[src/rtl/axis_upsizer_if.sv]
// -----------------------------------------------------------------------------
// axis_upsizer_if
// Minimal AXI-Stream bundle used on both sides of axis_upsizer.
//   DATA_W : tdata width in bits
//   KEEP_W : tkeep width (one bit per lane on the wide side; the narrow side
//            carries a single bit that the upsizer ignores)
// Signals : tvalid, tready, tdata, tkeep, tlast
// Modports: master drives tvalid/tdata/tkeep/tlast and samples tready;
//           slave is the mirror image.
// -----------------------------------------------------------------------------
interface axis_upsizer_if #(
   parameter int DATA_W = 8,
   parameter int KEEP_W = 1
);
   logic              tvalid;
   logic              tready;
   logic [DATA_W-1:0] tdata;
   logic [KEEP_W-1:0] tkeep;
   logic              tlast;

   modport master (
      output tvalid,
      output tdata,
      output tkeep,
      output tlast,
      input  tready
   );

   modport slave (
      input  tvalid,
      input  tdata,
      input  tkeep,
      input  tlast,
      output tready
   );
endinterface

[src/rtl/axis_upsizer.sv]
// -----------------------------------------------------------------------------
// axis_upsizer
// Packs P_RATIO consecutive narrow AXI-Stream beats into one wide beat, lane 0
// in the least-significant bits. A narrow tlast closes the wide beat early and
// the per-lane tkeep marks which lanes carry data. The wide side is a single
// output register; the only combinational path is m_axis.tready ->
// s_axis.tready.
//
// Ports:
//   clk    : rising-edge clock
//   rst_n  : asynchronous active-low reset
//   s_axis : narrow slave stream  (DATA_W = P_DATA_WIDTH, tkeep unused)
//   m_axis : wide master stream   (DATA_W = P_DATA_WIDTH*P_RATIO,
//                                  KEEP_W = P_RATIO, one keep bit per lane)
// -----------------------------------------------------------------------------
module axis_upsizer #(
   parameter int P_DATA_WIDTH = 8,
   parameter int P_RATIO      = 4
) (
   input  logic             clk,
   input  logic             rst_n,
   axis_upsizer_if.slave    s_axis,
   axis_upsizer_if.master   m_axis
);

   localparam int                LANE_W    = $clog2(P_RATIO);
   localparam logic [LANE_W-1:0] LAST_LANE = LANE_W'(P_RATIO - 1);

   // Lane counter and accumulator for lanes 0..P_RATIO-2; the top lane is
   // never stored because the beat that fills it goes straight to the output.
   logic [LANE_W-1:0]                       lane;
   logic [P_RATIO-2:0][P_DATA_WIDTH-1:0]    acc;

   // Output register
   logic                                    m_tvalid_q;
   logic [P_RATIO*P_DATA_WIDTH-1:0]         m_tdata_q;
   logic [P_RATIO-1:0]                      m_tkeep_q;
   logic                                    m_tlast_q;

   logic                                    s_ready;
   logic                                    accept;
   logic                                    is_final;
   logic [P_RATIO-1:0][P_DATA_WIDTH-1:0]    acc_ext;
   logic [P_RATIO-1:0][P_DATA_WIDTH-1:0]    word_next;
   logic [P_RATIO-1:0]                      keep_next;

   // Narrow-side keep carries no information for this block.
   logic                                    unused_s_tkeep;
   assign unused_s_tkeep = ^s_axis.tkeep;

   // The output register can take a new word when it is empty or being
   // drained this cycle; the accumulator stalls with it, so no skid buffer.
   assign s_ready  = !m_tvalid_q || m_axis.tready;
   assign accept   = s_axis.tvalid && s_ready;
   assign is_final = (lane == LAST_LANE) || s_axis.tlast;

   // Pad the accumulator to full width so every lane can be indexed uniformly.
   assign acc_ext = {{P_DATA_WIDTH{1'b0}}, acc};

   // Assemble the outgoing word: stored lanes below `lane`, the incoming beat
   // at `lane`, zeros above. Zero-forcing is what keeps stale accumulator
   // contents from a previous word out of a short word.
   always_comb begin
      // NOTE: every always_comb output gets a default first so no path leaves
      // it unassigned; an unassigned path would infer a latch.
      word_next = '0;
      keep_next = '0;
      for (int k = 0; k < P_RATIO; k++) begin
         if (LANE_W'(k) < lane) begin
            word_next[k] = acc_ext[k];
         end else if (LANE_W'(k) == lane) begin
            word_next[k] = s_axis.tdata;
         end
         keep_next[k] = (LANE_W'(k) <= lane);
      end
   end

   always_ff @(posedge clk or negedge rst_n) begin
      if (!rst_n) begin
         // NOTE: the accumulator is an array but it is reset like any other
         // register so a packet cut by reset leaves no residue.
         lane       <= '0;
         acc        <= '0;
         m_tvalid_q <= 1'b0;
         m_tdata_q  <= '0;
         m_tkeep_q  <= '0;
         m_tlast_q  <= 1'b0;
      end else begin
         // NOTE: non-blocking assignments throughout, so every register sees
         // the pre-edge values of the others regardless of statement order.
         if (accept && !is_final) begin
            for (int k = 0; k < P_RATIO - 1; k++) begin
               if (lane == LANE_W'(k)) begin
                  acc[k] <= s_axis.tdata;
               end
            end
            lane <= lane + 1'b1;
         end

         if (accept && is_final) begin
            // Reload covers the back-to-back case where the previous word
            // is handed off on this same edge.
            m_tvalid_q <= 1'b1;
            m_tdata_q  <= word_next;
            m_tkeep_q  <= keep_next;
            m_tlast_q  <= s_axis.tlast;
            lane       <= '0;
         end else if (m_axis.tready) begin
            m_tvalid_q <= 1'b0;
         end
      end
   end

   assign s_axis.tready = s_ready;
   assign m_axis.tvalid = m_tvalid_q;
   assign m_axis.tdata  = m_tdata_q;
   assign m_axis.tkeep  = m_tkeep_q;
   assign m_axis.tlast  = m_tlast_q;

endmodule

[src/flat_wrapper.sv]
// flat-port wrapper written by rule: the top's interface ports become plain ports
module axis_upsizer_flat 
#(
   parameter int P_DATA_WIDTH = 8,
   parameter int P_RATIO      = 4
)
  (clk, rst_n, s_axis_tvalid, s_axis_tdata, s_axis_tkeep, s_axis_tlast, s_axis_tready, m_axis_tvalid, m_axis_tdata, m_axis_tkeep, m_axis_tlast, m_axis_tready);
  axis_upsizer_if #(.DATA_W((8)), .KEEP_W(1)) s_axis_i ();
  axis_upsizer_if #(.DATA_W((8) * (4)), .KEEP_W((4))) m_axis_i ();
  input  logic clk;
  input  logic rst_n;
  input wire logic [$bits(s_axis_i.tvalid)-1:0] s_axis_tvalid;
  input wire logic [$bits(s_axis_i.tdata)-1:0] s_axis_tdata;
  input wire logic [$bits(s_axis_i.tkeep)-1:0] s_axis_tkeep;
  input wire logic [$bits(s_axis_i.tlast)-1:0] s_axis_tlast;
  output wire logic [$bits(s_axis_i.tready)-1:0] s_axis_tready;
  output wire logic [$bits(m_axis_i.tvalid)-1:0] m_axis_tvalid;
  output wire logic [$bits(m_axis_i.tdata)-1:0] m_axis_tdata;
  output wire logic [$bits(m_axis_i.tkeep)-1:0] m_axis_tkeep;
  output wire logic [$bits(m_axis_i.tlast)-1:0] m_axis_tlast;
  input wire logic [$bits(m_axis_i.tready)-1:0] m_axis_tready;
  assign s_axis_i.tvalid = s_axis_tvalid;
  assign s_axis_i.tdata = s_axis_tdata;
  assign s_axis_i.tkeep = s_axis_tkeep;
  assign s_axis_i.tlast = s_axis_tlast;
  assign s_axis_tready = s_axis_i.tready;
  assign m_axis_tvalid = m_axis_i.tvalid;
  assign m_axis_tdata = m_axis_i.tdata;
  assign m_axis_tkeep = m_axis_i.tkeep;
  assign m_axis_tlast = m_axis_i.tlast;
  assign m_axis_i.tready = m_axis_tready;
  axis_upsizer #(.P_DATA_WIDTH(P_DATA_WIDTH), .P_RATIO(P_RATIO)) u_core (.clk(clk), .rst_n(rst_n), .s_axis(s_axis_i), .m_axis(m_axis_i));
endmodule
[config.mk]
export PLATFORM = sky130hd
export DESIGN_NAME = axis_upsizer_flat
export DESIGN_NICKNAME = d
export VERILOG_FILES = /design/src/rtl/axis_upsizer_if.sv /design/src/rtl/axis_upsizer.sv /design/src/flat_wrapper.sv
export SDC_FILE = /design/constraint.sdc
export NUM_CORES = 1
export LEC_CHECK = 0
export CORE_MARGIN = 5
export CORE_UTILIZATION = 55
export CTS_CLUSTER_DIAMETER = 120
export DETAILED_ROUTE_END_ITERATION = 12
export PLACE_DENSITY_LB_ADDON = 0.2
export SYNTH_ARGS = -nofsm -noshare
export SYNTH_HDL_FRONTEND = slang
export SYNTH_SLANG_ARGS = --single-unit
[constraint.sdc]
create_clock -name clk -period 5.38 [get_ports clk]
set_input_delay 1.076 -clock clk [delete_from_list [all_inputs] [get_ports clk]]
set_output_delay 1.076 -clock clk [all_outputs]
set_load 0.02 [all_outputs]
After elaboration in Yosys (flattened, before gate mapping)
Index checks and enable logic that the tools add are counted.
{"block": "word_totals", "latch_bits": 0, "romBits": 0, "inputBits": 14, "output_inout_bits": 39, "memories": 0, "regBits": 64, "ram_bits": 0}
{"block": "op_classes", "n_shift": 0, "n_eq_ne": 6, "muxes": 12, "div_mod_pow": 0, "magnitude_cmp": 8, "bitwise": 0, "add_sub_neg": 1, "n_reduce_logical": 13, "n_mul": 0}
{"cell": "8-bit 2-to-1 mux", "count": 8}
{"cell": "2-bit AND reduction", "count": 3}
{"cell": "2-bit equality test (first input constant)", "count": 2}
{"cell": "2-bit equality test (second input constant)", "count": 2}
{"cell": "1-bit by 2-bit less-or-equal comparator with 1-bit output (first input constant)", "count": 2}
{"cell": "2-bit less-or-equal comparator (first input constant)", "count": 2}
{"cell": "1-bit by 2-bit less-than comparator with 1-bit output (first input constant)", "count": 2}
{"cell": "2-bit less-than comparator (first input constant)", "count": 2}
{"cell": "2-bit 2-to-1 mux", "count": 2}
{"cell": "2-bit nonzero test", "count": 2}
{"cell": "1-bit logical AND", "count": 3}
{"cell": "2-bit by 1-bit adder with 2-bit output (second input constant)", "count": 1}
{"cell": "1-bit by 2-bit equality test with 1-bit output (first input constant)", "count": 1}
{"cell": "2-bit by 1-bit equality test with 1-bit output (second input constant)", "count": 1}
{"cell": "1-bit zero test", "count": 2}
{"cell": "2-bit zero test", "count": 1}
{"cell": "1-bit logical OR", "count": 2}
{"cell": "1-bit 2-to-1 mux", "count": 2}

Logic depth before layout (Yosys ltp)
{"block": "logic_depth", "depth_word": 6, "mapped_depth": 8, "ltp_nobuf": 5}

Worst setup path after synthesis
OpenSTA, ideal clock, no wires.
{"block": "synth_timing", "kind": "input to output", "startpoint": "in m_axis_tready", "endpoint": "out s_axis_tready", "stages": 2, "path_slack_ns": 2.867, "path_buffers": 1, "t_arrival_ns": 1.437, "required_ns": 4.304, "cell_sequence": "nand2b_2 buf_6"}
{"block": "synth_between", "elab_chain_len": 1}
{"item": "from (decl)", "line": "flat_wrapper.sv:21", "rtl": "input wire logic [$bits(m_axis_i.tready)-1:0] m_axis_tready;"}
{"item": "1-bit logical OR", "line": "axis_upsizer.sv:53", "rtl": "assign s_ready = !m_tvalid_q || m_axis.tready;"}
{"item": "to (decl)", "line": "flat_wrapper.sv:16", "rtl": "output wire logic [$bits(s_axis_i.tready)-1:0] s_axis_tready;"}
Every way passes these cells.

Final worst setup path
Ends and elaborated chain as after synthesis.

==> impl_metrics.py <==
metrics = {
    "global_route": {
        "grt_start_max_net_pins": 65,
        "antenna_found_initial": 0,
        "grt_pass1_vias": 1850,
        "grt_remaining_overflow": 0,
        "grt_pass1_wl_mm": 9.47,
        "grt_usage": 0.174,
    },
    "clock_tree": {
        "numClockSinks": 64,
        "clkTransAtPathRegs_ns": 0.06,
        "clock_path_buffers": 2,
        "clkLatencyLatePin_ns": 0.34,
        "cts_buffers": 9,
        "cts_resized": 0,
        "cts_max_level": 3,
        "clockRootBuffer": "clkbuf_8",
        "cts_tree": "done",
        "cts_setup_buffers": 0,
        "cts_hold_buf": 0,
    },
    "timing": {
        "skew_ns": 0.00890,
        "finalSetupViolCount": 0,
        "tns_ns": 0,
        "setup_ws_ns": 1.77,
        "final_max_slew_viol_count": 0,
        "fin_crit_ns": 3.61,
        "rsz0062_at_grt": "no",
        "whs_ns": 0.469,
        "worst_pin_slew_ns": 0.790,
        "hold_viol_final": 0,
        "relSlewSlack": 0.473,
        "min_period_over_period": 0.670,
        "max_freq_mhz": 277,
    },
    "detailed_routing": {
        "viasPerCell": 5.35,
        "wire_per_inst_um": 16.4,
        "num_vias": 1842,
        "ant_nets": 0,
        "drc": 0,
        "drt-initial-drc-count": 119,
        "firstDrtPassIters": 4,
        "wl_mm": 5.65,
    },
    "die": {
        "coreArea_um2": 5170,
        "start_util": 0.573,
        "fp.dieH_um": 83.4,
        "io_pins": 53,
        "die-area_um2": 6950,
        "placementRows": 26,
        "die_x_um": 83.4,
    },
    "synth": {
        "syn-num-nets": 241,
        "syn_avg_cell_area_um2": 13.4,
        "synth_seq_area_share": 0.541,
        "yosys_warnings": 0,
        "ys_ff_latch": 64,
        "ys_types": 28,
        "syn_inst": 221,
        "syn-cell-area_um2": 2960,
    },
    "setup_path": {
        "timing.rr.end": "u_core.m_axis.tdata[23]",
        "cp.arrival_ns": 2.53,
        "reg2reg_from": "u_core.lane[1]",
        "critPathLaunchType": "input pin",
        "worstSetupEndpointType": "output port",
        "crit_fanout": 12,
        "criticalPathCategory": "input pin to output port",
        "rrSetupSlack_ns": 3.04,
        "worst_r2r_path_depth": 4,
        "crit_required_ns": 4.30,
    },
    "power_and_ir_drop": {
        "p_comb_frac": 0.363,
        "seqPwrFrac": 0.439,
        "netSwitchingFraction": 0.313,
        "leakage_nw": 1.65,
        "intPower_mw": 1.19,
        "power.density_nw_per_um2": 478,
        "p_clk_frac": 0.198,
        "ir_drop_uv": 276,
        "switchingPower_mw": 0.540,
    },
    "final_layout": {
        "diodes": 0,
        "fin_area_um2": 3610,
        "syn2layout_area_growth_pct": 21.9,
        "drive_gt1_frac": 0.274,
        "nets": 291,
        "final_core_util": 0.698,
    },
    "placement": {
        "gp_congestion": 0.819,
        "portBuffers": 51,
        "hpwl_mm": 3.54,
        "placed_area_um2": 3460,
        "place_ws_ns": 1.78,
    },
    "hold_path": {
        "hold_depth": 1,
        "min-delay-start": "u_core.m_axis.tkeep[0]",
        "min_to": "u_core.m_axis.tkeep[0]",
        "hold_path.class": "flop to flop",
    },
    "run_status": {
        "status": "complete, no violations",
    },
    "job": {
        "maxCapViolations": 0,
    },
}
power by group through the flow:
| stage | Combinational [mW] | Clock [mW] | Sequential, mW |
|---|---|---|---|
| after floorplan | 0.311 | 0 | 0.843 |
| after global placement | 0.623 | 0 | 0.755 |
| after detailed placement | 0.634 | 0 | 0.763 |
| after CTS | 0.636 | 0.348 | 0.757 |
| after global routing | 0.674 | 0.374 | 0.780 |
| final | 0.627 | 0.341 | 0.758 |
cells by family after synthesis:
group	count (synthesis)	share of synthesized area
compound gates	30	0.0642
fa+ha+maj	6	0.0253
buf+inv	18	0.0422
flops	64	0.541
mux	58	0.243
simple gates	45	0.0849
how the worst max path moves through the flow:
stage             startpoint       endpoint  slack [ns]  depth (start not counted)
6_report       m_axis_tready  s_axis_tready        1.77                          3
5_1_grt        m_axis_tready  s_axis_tready        1.73                          3
4_1_cts        m_axis_tready  s_axis_tready        1.78                          3
3_5_place_dp   m_axis_tready  s_axis_tready        1.78                          3
3_3_place_gp   m_axis_tready  s_axis_tready        1.79                          3
2_1_floorplan  m_axis_tready  s_axis_tready        2.87                          2
cell usage in the layout, fill, tap and decap left out, drive strengths merged, types with 2 or more instances in the layout:
master         count
dfrtp             64
mux2              56
clkdlybuf4s50     50
nand2             33
o21ai             17
clkbuf            13
a22o               8
ha                 6
inv                5
nand4              3
nand3              2
a21oi              2
mux2i              2
nand2b             2
nor2               2
buf                2
synthesized netlist by cell type (all sizes together):
cell type | number | share of area
nand3b | 1 | 0.0068
and3 | 1 | 0.0021
nor2 | 2 | 0.0051
a22o | 8 | 0.024
mux2i | 2 | 0.0068
nor2b | 1 | 0.0021
o21ai | 17 | 0.029
buf | 10 | 0.032
ha | 6 | 0.025
mux2 | 56 | 0.24
nand4 | 3 | 0.019
clkbuf | 3 | 0.0038
a21oi | 2 | 0.0034
nand2 | 33 | 0.042
a41o | 1 | 0.0034
nand3 | 2 | 0.0034
a21o | 1 | 0.0025
nand2b | 2 | 0.0051
dfrtp | 64 | 0.54
inv | 5 | 0.0063
o21bai | 1 | 0.0025
per-stage QoR:
step / cells / total power, mW
floorplan: 221 / 1.15
global placement: 330 / 1.38
detailed placement: 330 / 1.40
CTS: 344 / 1.74
global route: 344 / 1.83
finish: 344 / 1.73
layer usage:
layer  up-vias  wire length [um]  track usage
met3        12               338       0.0446
met4         0                99       0.0802
met1       907              2790        0.247
li1        867                 -            -
met5         -                 0            0
met2        56              2430        0.249
worst max-delay path, stage by stage:
cell and delay [ns]:
clkdlybuf4s50_1 0.44, nand2b_2 0.33, clkdlybuf4s50_1 0.68
registers in the layout, summed over array words and instances, names as in the netlist:
signal and count:
u_core.m_axis.tdata 32, u_core.m_axis.tkeep 4, u_core.acc 24, u_core.m_axis.tvalid 1, u_core.lane 2, u_core.m_axis.tlast 1
final cells by class:
| class | instances | area [um2] |
|---|---|---|
| Timing Repair Buffer | 52 | 513 |
| Tap cell | 70 | 87.6 |
| Multi-Input combinational cell | 139 | 1230 |
| Sequential cell | 64 | 1600 |
| Clock inverter | 1 | 5.00 |
| Fill cell | 370 | 1560 |
| Clock buffer | 13 | 149 |
| Inverter | 5 | 18.8 |
(Power assumes the default switching activity.)
